===== src/rtl/lcd_hd44780_responder_if.sv =====
// LCD panel bus as seen between an HD44780-style driver and the panel.
interface lcd_hd44780_responder_if;
    logic [7:0] LCD_DATA;
    logic       LCD_RW;
    logic       LCD_EN;
    logic       LCD_RS;

    // Driver side of the bus
    modport master (output LCD_DATA, output LCD_RW, output LCD_EN, output LCD_RS);
    // Panel side of the bus
    modport slave  (input  LCD_DATA, input  LCD_RW, input  LCD_EN, input  LCD_RS);
endinterface


===== src/rtl/lcd_hd44780_responder.sv =====
// Cycle-based HD44780 16x2 panel responder: decodes bus writes into a
// 32-character visible image, models busy timing and flags protocol abuse.
module lcd_hd44780_responder #(
    parameter int unsigned CMD_BUSY   = 2000,
    parameter int unsigned CLEAR_BUSY = 76000
) (
    input  logic                          iCLK,
    input  logic                          iRST_N,
    lcd_hd44780_responder_if.slave        lcd,
    input  logic [4:0]                    iRD_ADDR,
    output logic [7:0]                    oRD_DATA,
    output logic                          oWR_STB,
    output logic [4:0]                    oWR_IDX,
    output logic [7:0]                    oWR_CHAR,
    output logic                          oBUSY,
    output logic                          oDISP_ON,
    output logic                          oFUNC_OK,
    output logic                          oBUSY_VIOL,
    output logic                          oERR
);
    localparam int unsigned BUSY_MAX = (CMD_BUSY > CLEAR_BUSY) ? CMD_BUSY : CLEAR_BUSY;
    localparam int unsigned CNT_W    = $clog2(BUSY_MAX + 1);
    localparam int unsigned IMG_N    = 32;

    typedef enum logic [1:0] {ST_CLEAR, ST_BUSY, ST_IDLE} state_t;

    state_t           state_q, state_d;
    logic [CNT_W-1:0] cnt_q, cnt_d;
    logic [4:0]       sweep_q, sweep_d;
    logic [6:0]       ac_q, ac_d;
    logic             id_q, id_d;
    logic             cg_q, cg_d;
    logic             en_q, en_d;
    logic             rs_q, rs_d;
    logic             rw_q, rw_d;
    logic [7:0]       data_q, data_d;
    logic             busy_q, busy_d;
    logic             disp_q, disp_d;
    logic             func_q, func_d;
    logic             viol_q, viol_d;
    logic             err_q, err_d;
    logic             wr_stb_q, wr_stb_d;
    logic [4:0]       wr_idx_q, wr_idx_d;
    logic [7:0]       wr_char_q, wr_char_d;
    logic [7:0]       rd_q;

    logic [7:0]       img_q [IMG_N];
    logic             img_we;
    logic [4:0]       img_waddr;
    logic [7:0]       img_wdata;

    logic             strobe;
    logic             start_busy;
    logic             addr_ok;

    // Address counter step with the line1/line2 wrap points of a 2-line panel
    function automatic logic [6:0] ac_step(input logic [6:0] ac, input logic inc);
        if (inc) begin
            if (ac == 7'h27)      ac_step = 7'h40;
            else if (ac == 7'h67) ac_step = 7'h00;
            else                  ac_step = 7'(ac + 7'd1);
        end else begin
            if (ac == 7'h40)      ac_step = 7'h27;
            else if (ac == 7'h00) ac_step = 7'h67;
            else                  ac_step = 7'(ac - 7'd1);
        end
    endfunction

    assign strobe  = en_q & ~lcd.LCD_EN;
    // Both lines share the same 0x00-0x27 column range; bit 6 selects the line
    assign addr_ok = (data_q[5:0] <= 6'h27);

    // Next-state, decode and image-write control
    always_comb begin
        state_d    = state_q;
        cnt_d      = cnt_q;
        sweep_d    = sweep_q;
        ac_d       = ac_q;
        id_d       = id_q;
        cg_d       = cg_q;
        en_d       = lcd.LCD_EN;
        rs_d       = rs_q;
        rw_d       = rw_q;
        data_d     = data_q;
        busy_d     = busy_q;
        disp_d     = disp_q;
        func_d     = func_q;
        viol_d     = viol_q;
        err_d      = err_q;
        wr_stb_d   = 1'b0;
        wr_idx_d   = wr_idx_q;
        wr_char_d  = wr_char_q;
        img_we     = 1'b0;
        img_waddr  = sweep_q;
        img_wdata  = 8'h20;
        start_busy = 1'b0;

        if (lcd.LCD_EN) begin
            rs_d   = lcd.LCD_RS;
            rw_d   = lcd.LCD_RW;
            data_d = lcd.LCD_DATA;
        end

        if (strobe && busy_q) viol_d = 1'b1;

        unique case (state_q)
            ST_CLEAR: begin
                img_we  = 1'b1;
                sweep_d = 5'(sweep_q + 5'd1);
                cnt_d   = cnt_q - CNT_W'(1);
                if (sweep_q == 5'd31) begin
                    ac_d    = 7'h00;
                    id_d    = 1'b1;
                    cg_d    = 1'b0;
                    state_d = ST_BUSY;
                end
            end
            ST_BUSY: begin
                cnt_d = cnt_q - CNT_W'(1);
                if (cnt_q == CNT_W'(1)) begin
                    busy_d  = 1'b0;
                    state_d = ST_IDLE;
                end
            end
            ST_IDLE: begin
                if (strobe) begin
                    if (rw_q) begin
                        err_d = 1'b1;
                    end else if (rs_q) begin
                        if (!cg_q && (ac_q[5:4] == 2'b00)) begin
                            img_we    = 1'b1;
                            img_waddr = {ac_q[6], ac_q[3:0]};
                            img_wdata = data_q;
                            wr_stb_d  = 1'b1;
                            wr_idx_d  = {ac_q[6], ac_q[3:0]};
                            wr_char_d = data_q;
                        end
                        ac_d       = ac_step(ac_q, id_q);
                        start_busy = 1'b1;
                    end else begin
                        casez (data_q)
                            8'b1???????: begin
                                if (addr_ok) begin
                                    ac_d = data_q[6:0];
                                    cg_d = 1'b0;
                                end else begin
                                    err_d = 1'b1;
                                end
                                start_busy = 1'b1;
                            end
                            8'b01??????: begin
                                cg_d       = 1'b1;
                                start_busy = 1'b1;
                            end
                            8'b001?????: begin
                                func_d     = data_q[4] & data_q[3];
                                start_busy = 1'b1;
                            end
                            8'b0001????: start_busy = 1'b1;
                            8'b00001???: begin
                                disp_d     = data_q[2];
                                start_busy = 1'b1;
                            end
                            8'b000001??: begin
                                id_d       = data_q[1];
                                start_busy = 1'b1;
                            end
                            8'b0000001?: begin
                                ac_d       = 7'h00;
                                start_busy = 1'b1;
                            end
                            8'b00000001: begin
                                state_d = ST_CLEAR;
                                sweep_d = 5'd0;
                                busy_d  = 1'b1;
                                cnt_d   = CNT_W'(CLEAR_BUSY);
                            end
                            default: ;
                        endcase
                    end
                    if (start_busy) begin
                        state_d = ST_BUSY;
                        busy_d  = 1'b1;
                        cnt_d   = CNT_W'(CMD_BUSY);
                    end
                end
            end
            default: state_d = ST_CLEAR;
        endcase
    end

    // State and output registers
    always_ff @(posedge iCLK or negedge iRST_N) begin
        if (!iRST_N) begin
            state_q   <= ST_CLEAR;
            cnt_q     <= CNT_W'(CLEAR_BUSY);
            sweep_q   <= 5'd0;
            ac_q      <= 7'h00;
            id_q      <= 1'b1;
            cg_q      <= 1'b0;
            en_q      <= 1'b0;
            rs_q      <= 1'b0;
            rw_q      <= 1'b0;
            data_q    <= 8'h00;
            busy_q    <= 1'b1;
            disp_q    <= 1'b0;
            func_q    <= 1'b0;
            viol_q    <= 1'b0;
            err_q     <= 1'b0;
            wr_stb_q  <= 1'b0;
            wr_idx_q  <= 5'd0;
            wr_char_q <= 8'h00;
            rd_q      <= 8'h00;
        end else begin
            state_q   <= state_d;
            cnt_q     <= cnt_d;
            sweep_q   <= sweep_d;
            ac_q      <= ac_d;
            id_q      <= id_d;
            cg_q      <= cg_d;
            en_q      <= en_d;
            rs_q      <= rs_d;
            rw_q      <= rw_d;
            data_q    <= data_d;
            busy_q    <= busy_d;
            disp_q    <= disp_d;
            func_q    <= func_d;
            viol_q    <= viol_d;
            err_q     <= err_d;
            wr_stb_q  <= wr_stb_d;
            wr_idx_q  <= wr_idx_d;
            wr_char_q <= wr_char_d;
            rd_q      <= img_q[iRD_ADDR];
        end
    end

    // Character image storage; the reset sweep initialises it
    always_ff @(posedge iCLK) begin
        if (img_we) img_q[img_waddr] <= img_wdata;
    end

    assign oRD_DATA   = rd_q;
    assign oWR_STB    = wr_stb_q;
    assign oWR_IDX    = wr_idx_q;
    assign oWR_CHAR   = wr_char_q;
    assign oBUSY      = busy_q;
    assign oDISP_ON   = disp_q;
    assign oFUNC_OK   = func_q;
    assign oBUSY_VIOL = viol_q;
    assign oERR       = err_q;
endmodule

===== src/flat_wrapper.sv =====
// flat-port wrapper written by rule: the top's interface ports become plain ports
module lcd_hd44780_responder_flat 
#(
    parameter int unsigned CMD_BUSY   = 2000,
    parameter int unsigned CLEAR_BUSY = 76000
)
  (iCLK, iRST_N, iRD_ADDR, oRD_DATA, oWR_STB, oWR_IDX, oWR_CHAR, oBUSY, oDISP_ON, oFUNC_OK, oBUSY_VIOL, oERR, lcd_LCD_DATA, lcd_LCD_RW, lcd_LCD_EN, lcd_LCD_RS);
  lcd_hd44780_responder_if lcd_i ();
  input  logic iCLK;
  input  logic iRST_N;
  input  logic [4:0] iRD_ADDR;
  output logic [7:0] oRD_DATA;
  output logic oWR_STB;
  output logic [4:0] oWR_IDX;
  output logic [7:0] oWR_CHAR;
  output logic oBUSY;
  output logic oDISP_ON;
  output logic oFUNC_OK;
  output logic oBUSY_VIOL;
  output logic oERR;
  input wire logic [$bits(lcd_i.LCD_DATA)-1:0] lcd_LCD_DATA;
  input wire logic [$bits(lcd_i.LCD_RW)-1:0] lcd_LCD_RW;
  input wire logic [$bits(lcd_i.LCD_EN)-1:0] lcd_LCD_EN;
  input wire logic [$bits(lcd_i.LCD_RS)-1:0] lcd_LCD_RS;
  assign lcd_i.LCD_DATA = lcd_LCD_DATA;
  assign lcd_i.LCD_RW = lcd_LCD_RW;
  assign lcd_i.LCD_EN = lcd_LCD_EN;
  assign lcd_i.LCD_RS = lcd_LCD_RS;
  lcd_hd44780_responder #(.CMD_BUSY(CMD_BUSY), .CLEAR_BUSY(CLEAR_BUSY)) u_core (.iCLK(iCLK), .iRST_N(iRST_N), .lcd(lcd_i), .iRD_ADDR(iRD_ADDR), .oRD_DATA(oRD_DATA), .oWR_STB(oWR_STB), .oWR_IDX(oWR_IDX), .oWR_CHAR(oWR_CHAR), .oBUSY(oBUSY), .oDISP_ON(oDISP_ON), .oFUNC_OK(oFUNC_OK), .oBUSY_VIOL(oBUSY_VIOL), .oERR(oERR));
endmodule

===== config.mk =====
export PLATFORM = sky130hd
export DESIGN_NAME = lcd_hd44780_responder_flat
export DESIGN_NICKNAME = d
export VERILOG_FILES = /design/src/rtl/lcd_hd44780_responder_if.sv /design/src/rtl/lcd_hd44780_responder.sv /design/src/flat_wrapper.sv
export SDC_FILE = /design/constraint.sdc
export NUM_CORES = 1
export LEC_CHECK = 0
export ABC_AREA = 1
export BUFFER_PORTS_ARGS = -buffer_cell sky130_fd_sc_hd__buf_4
export CAP_MARGIN = 20
export CORE_ASPECT_RATIO = 1.75
export CORE_MARGIN = 5
export CORE_UTILIZATION = 49
export DETAILED_ROUTE_END_ITERATION = 6
export PLACE_DENSITY = 0.65
export SLEW_MARGIN = 40
export SYNTH_ARGS = -nofsm -noshare
export SYNTH_HDL_FRONTEND = slang
export SYNTH_SLANG_ARGS = --single-unit

===== constraint.sdc =====
create_clock -name iCLK -period 2.7 [get_ports iCLK]
set_clock_uncertainty 0.05 [all_clocks]
set_input_delay 0.81 -clock iCLK [delete_from_list [all_inputs] [get_ports iCLK]]
set_output_delay 0.81 -clock iCLK [all_outputs]
set_load 0.01 [all_outputs]

* After elaboration in Yosys (flattened, before gate mapping) *
Memories as Yosys holds them, arrays and structs flattened. A register that Yosys moved wholly into a read port is not among the register bits.
Cells that the tools add are included.

storage, ports and cells
  output and inout port bits = 27
  word-level logic and storage cells = 161
  memories = 1
  bits of input ports = 18
  flip-flop bits (word level) = 63
  bits in writable memories = 256

memories
  memory        words  bits a word  read ports  clocked after memory_dff  wr ports  RTL line                     RTL
  u_core.img_q  32     8            1           1                         1         lcd_hd44780_responder.sv:47  logic [7:0] img_q [IMG_N];

operators by class
  add/subtract/negate cells = 4
  reduce and logical (&&, ||, !) cells = 24
  multiplexer cells = 78
  eq/ne operators = 30
  bitwise operators = 5
  order comparisons = 1

operators by type and width
  cell                                                    number
  2-to-1 mux 17 bit                                       5
  2-to-1 mux 7 bit                                        10
  2-to-1 mux 5 bit                                        9
  2-to-1 mux 8 bit                                        5
  case mux 17 bit (2 select lines)                        1
  2-to-1 mux 1 bit                                        32
  AND reduction 5 bit                                     6
  case mux 7 bit (2 select lines)                         2
  AND reduction 6 bit                                     4
  equality test 17 x 1 -> 1 bit (second input constant)   1
  subtractor 17 x 1 -> 17 bit (second input constant)     1
  equality test 7 bit (second input constant)             2
  2-to-1 mux 2 bit                                        7
  inequality test 2 bit (second input constant)           5
  case mux 1 bit (2 select lines)                         5
  case mux 5 bit (2 select lines)                         1
  inequality test 3 bit (second input constant)           3
  equality test 8 x 1 -> 1 bit (second input constant)    1
  inequality test 2 x 1 -> 1 bit (second input constant)  4
  nonzero test 2 bit                                      4
  adder 7 x 1 -> 7 bit (second input constant)            1
  equality test 7 x 1 -> 1 bit (second input constant)    1
  equality test 7 x 6 -> 1 bit (second input constant)    1
  logical NOT 7 bit                                       1
  22 further kinds                                        30

* Depth between registers and ports, before layout *
  depth in word-level cells = 10
  gate-level depth with buffers = 12
  mapped depth without buffers = 12

* Worst setup path after synthesis *
OpenSTA, ideal clock, no wires.

  path type = in2reg
  start point = in lcd_LCD_EN
  end point = mem u_core.img_q[0][0], data pin
  data arrival time = 2385 ps
  cell stages on the path = 7
  slack = -86 ps
  buffers on the path = 2
  data required time = 2299 ps
  cell sequence = nor2_1 > nand2_1 > clkinv_2 > nand2_4 > buf_6 > buf_2 > nor2_1

on the way
  cells in the longest elaborated chain, start to end = 4

RTL lines
  item                           RTL line                      RTL
  start: declaration             flat_wrapper.sv:23            input wire logic [$bits(lcd_i.LCD_EN)-1:0] lcd_LCD_EN;
  NOT 1 bit                      lcd_hd44780_responder.sv:69   assign strobe = en_q & ~lcd.LCD_EN;
  bitwise AND 1 bit              lcd_hd44780_responder.sv:69
  2-to-1 mux 8 bit               lcd_hd44780_responder.sv:126  if (strobe) begin
  2-to-1 mux 8 bit               lcd_hd44780_responder.sv:106  unique case (state_q)
  named net u_core.img_wdata[0]  lcd_hd44780_responder.sv:50   logic [7:0] img_wdata;
  end: declaration               lcd_hd44780_responder.sv:47

The timed path passes the listed nets, and every way through them passes these cells.

* Worst setup path after layout *
  start point = reg u_core.ac_q[5]
  end point = mem u_core.img_q[14][0] (enable)

on the way
  cells in the longest elaborated chain, start to end = 9
  elaborated cells on any way between the ends = 14

RTL lines
  item                                    RTL line                      RTL
  start: declaration                      lcd_hd44780_responder.sv:30   logic [6:0] ac_q, ac_d;
  start signal: assignment                lcd_hd44780_responder.sv:198  ac_q <= 7'h00;
  start signal: assignment                lcd_hd44780_responder.sv:218  ac_q <= ac_d;
  logical NOT 2 bit (*)                   lcd_hd44780_responder.sv:130  if (!cg_q && (ac_q[5:4] == 2'b00)) begin
  logical AND 1 bit (*)                   lcd_hd44780_responder.sv:130
  2-to-1 mux 1 bit                        lcd_hd44780_responder.sv:130
  2-to-1 mux 1 bit                        lcd_hd44780_responder.sv:129  end else if (rs_q) begin
  2-to-1 mux 1 bit                        lcd_hd44780_responder.sv:127  if (rw_q) begin
  2-to-1 mux 1 bit                        lcd_hd44780_responder.sv:126
  case mux 1 bit (2 select lines)         lcd_hd44780_responder.sv:106
  2-to-1 mux 1 bit                        lcd_hd44780_responder.sv:239  if (img_we) img_q[img_waddr] <= img_wdata;
  2-to-1 mux 1 bit (implied by the code)  lcd_hd44780_responder.sv:239

Every way passes the cells marked *; elsewhere a longest branch is shown, timed or not.

==> results.py <==
metrics = {
    "status": {
        "outcome": "finished, final reports clean",
    },
    "timing": {
        "holdWs_ns": 0.187,
        "setup_viol": 0,
        "final-hold-violation-count": 0,
        "slew_violations": 0,
        "fin_setup_tns_ns": 0,
        "period_share_pct": 87.9,
        "finalWorstPathRequiredPeriod_ns": 2.37,
        "rsz0062_at_grt": "no",
        "worstMarginPinSlew_ns": 0.624,
        "timing.fmax_ghz": 0.421,
        "setup_slack_ns": 0.326,
        "slew_headroom_pct": 58.4,
    },
    "drt": {
        "vias": 10200,
        "drt_pass1_iterations": 6,
        "wl_per_cell_um": 18.9,
        "ant_nets": 0,
        "vias_per_cell": 5.43,
        "drtIter0Drc": 648,
        "drt_wl_total_um": 35700,
        "drcViolationCount": 0,
    },
    "setup_path": {
        "worstPathArrival_ns": 2.59,
        "crit_path_end_kind": "flip-flop",
        "start_kind": "flip-flop",
        "timing_worst_setup_path_type": "flip-flop to flip-flop",
        "slowest_stage": "dfrtp_1",
        "critPathTopFamily": "simple AND/OR/NAND/NOR gates",
        "path_max_fanout": 8,
        "required_ns": 2.92,
        "max_stage_delay_ns": 0.47,
        "path_buf_inv": 2,
        "crit_top_cell": "nand2_2",
        "path_cells": "nor2_4 > nor3b_4 > nand2_4 > nand2_2 > inv_1 > nor2_2 > nand2_2 > nor2_1 > buf_4",
    },
    "power": {
        "swShare_pct": 21.4,
        "seqPwrFrac_pct": 53.0,
        "p_comb_share_pct": 5.7,
        "ir_drop_v": 0.000525,
        "power-per-cell-area_nw_per_um2": 620,
        "clockPowerShare_pct": 41.4,
        "switching_power_w": 0.00219,
        "leakage_nw": 6.35,
        "p_int_w": 0.00803,
    },
    "yosys": {
        "syn_area_per_cell_um2": 10.1,
        "syn_nets": 1431,
        "yosysWarnings": 0,
        "synth_cells": 1407,
        "synth_seq_area_share_pct": 66.4,
        "synth_cell_type_count": 35,
        "netlist_area_um2": 14300,
        "synth_seq_cells": 327,
    },
    "cts": {
        "cts_tree": "yes",
        "post_cts_buffers": 0,
        "cts-buffers-inserted": 29,
        "hold_buffers": 0,
        "clk_pin_slew_ns": 0.06,
        "clk_path_buf_depth": 3,
        "cts.sinks": 327,
        "htree_levels": 1,
        "clock_latency_ns": 0.56,
        "cts_resized": 0,
        "clockRootBuffer": "clkbuf_16",
    },
    "final_layout": {
        "stdcell_count": 1887,
        "area_delta_synth_final_pct": 15.4,
        "n_antenna_cell": 0,
        "post-route-util_pct": 57.3,
        "drive_gt1_share_pct": 13.5,
        "final_nets": 1510,
    },
    "die": {
        "rows": 82,
        "die_h_um": 236,
        "initial_core_util_pct": 49.7,
        "die_w_um": 139,
        "core-area_um2": 28700,
        "dieArea_um2": 32800,
        "ioPinCount": 45,
    },
    "global_route": {
        "antenna_found_initial": 0,
        "globalRouteTotalUtil_pct": 21.6,
        "grt_overflow": 0,
        "grt_pass1_wl_um": 55800,
        "grt_pass1_vias": 10300,
        "grt_max_degree": 129,
    },
    "placement": {
        "dp_cells": 1833,
        "dp_hpwl_um": 23700,
        "place_ws_ns": 0.0357,
        "portBuffers": 44,
        "gp_congestion": 0.907,
    },
    "worst_hold_path": {
        "hold_class": "input port to asynchronous set/reset pin",
    },
    "flow_run": {
        "cap_viol_max_count": 0,
    },
}
## per-stage QoR
stage	cell area, µm²	power, W
floorplan	14300	0.00587
global placement	15500	0.00609
detailed placement	15500	0.00610
CTS	16500	0.0103
global route	16500	0.0105
finish	16500	0.0102
## layout by cell type (no fill, tap or decap), types with 13 or more instances in the layout
cell,count
o21ai_0,52
inv_1,43
edfxtp_1,256
buf_4,101
nand2_1,483
nand3_1,254
dfrtp_1,63
buf_12,13
nor2_1,83
a21oi_1,17
clkbuf_16,29
## worst reg2reg max path, stage by stage, from the launching register on
cell and delay, ns:
dfrtp_1 0.47, nor2_4 0.17, nor3b_4 0.35, nand2_4 0.14
nand2_2 0.12, inv_1 0.05, nor2_2 0.15, nand2_2 0.23
nor2_1 0.18, buf_4 0.18
## state kept, by name, indices dropped and copies added (netlist names), 2 cells and up
signal	flops
u_core.ac_q	7
u_core.oWR_IDX	5
u_core.oWR_CHAR	8
u_core.oRD_DATA	8
u_core.data_q	8
u_core.state_q	2
u_core.cnt_q	17
u_core.img_q	256
u_core.sweep_q	5
## cells by family after synthesis
group | after synthesis | synth area share [%]
adder cells (fa/ha/maj) | 6 | 0.526
XOR/XNOR | 7 | 0.430
AND/OR/NAND/NOR | 866 | 26.1
buffers and inverters | 115 | 3.25
flip-flops | 327 | 66.4
AO/OA/AOI/OAI | 86 | 3.29
## per-layer routing
metal | routed length (µm) | global-route usage [%] | part of all wire, %
met5 | 0 | 0 | 0
met1 | 13100 | 24.1 | 37
met2 | 19500 | 41.2 | 55
met4 | 1620 | 9.29 | 4.6
met3 | 1530 | 2.20 | 4.3
## cells in the mapped netlist
library cell | instances | area share [%]
buf_1 | 18 | 0.47
a41oi_1 | 1 | 0.061
or2_2 | 2 | 0.088
inv_2 | 4 | 0.11
o21a_1 | 9 | 0.47
nor3b_4 | 1 | 0.13
a21o_1 | 1 | 0.053
and3_1 | 1 | 0.044
nor2_1 | 90 | 2.4
nand3_1 | 254 | 8.9
o21ai_1 | 2 | 0.070
clkinv_2 | 1 | 0.035
clkbuf_1 | 33 | 0.87
nand2_4 | 3 | 0.24
nor2_4 | 4 | 0.32
buf_2 | 13 | 0.46
a21oi_1 | 17 | 0.60
dfstp_2 | 8 | 1.5
nand2_1 | 483 | 13
edfxtp_1 | 256 | 54
buf_6 | 2 | 0.16
nor3_1 | 1 | 0.035
nor2_2 | 1 | 0.044
and2_1 | 1 | 0.044
o21ai_0 | 52 | 1.8
o21bai_1 | 2 | 0.11
nand2_2 | 10 | 0.44
dfrtp_1 | 63 | 11
o31ai_1 | 2 | 0.11
nand4_1 | 11 | 0.48
nand3_2 | 4 | 0.28
ha_1 | 6 | 0.53
inv_1 | 44 | 1.2
xor2_1 | 5 | 0.31
xnor2_1 | 2 | 0.12
## cell type report
class,count,area [µm²]
fillers,2482,12300
flip-flops and latches,327,9470
multi-input cells,965,4350
repair buffers,114,1020
clock buffers,34,744
well taps,378,473
clock inverters,20,224
inverters,49,186
## path summary, 6_finish.rpt
| path | cells past startpoint | endpoint | start | slack [ns] |
|---|---|---|---|---|
| hold / removal | 1 | u_core.en_q | iRST_N | 0.19 |
| hold reg to reg | 1 | u_core.oBUSY_VIOL | u_core.oBUSY_VIOL | 0.42 |
| max in group asynchronous | 2 | u_core.id_q | iRST_N | 1.80 |
| min in group iCLK | 3 | u_core.data_q[1] | lcd_LCD_DATA[1] | 0.41 |
| setup reg to reg | 9 | u_core.img_q[14][0] | u_core.ac_q[5] | 0.33 |
| setup / recovery | 9 | u_core.img_q[14][0] | u_core.ac_q[5] | 0.33 |
## power groups by stage
stage	Combinational [W]	Sequential, W	Clock (W)
global placement	0.000574	0.00552	0
detailed placement	0.000577	0.00552	0
CTS	0.000581	0.00541	0.00428
global route	0.000643	0.00541	0.00446
finish	0.000578	0.00541	0.00423
floorplan	0.000345	0.00552	0
(Power assumes the default switching activity.)
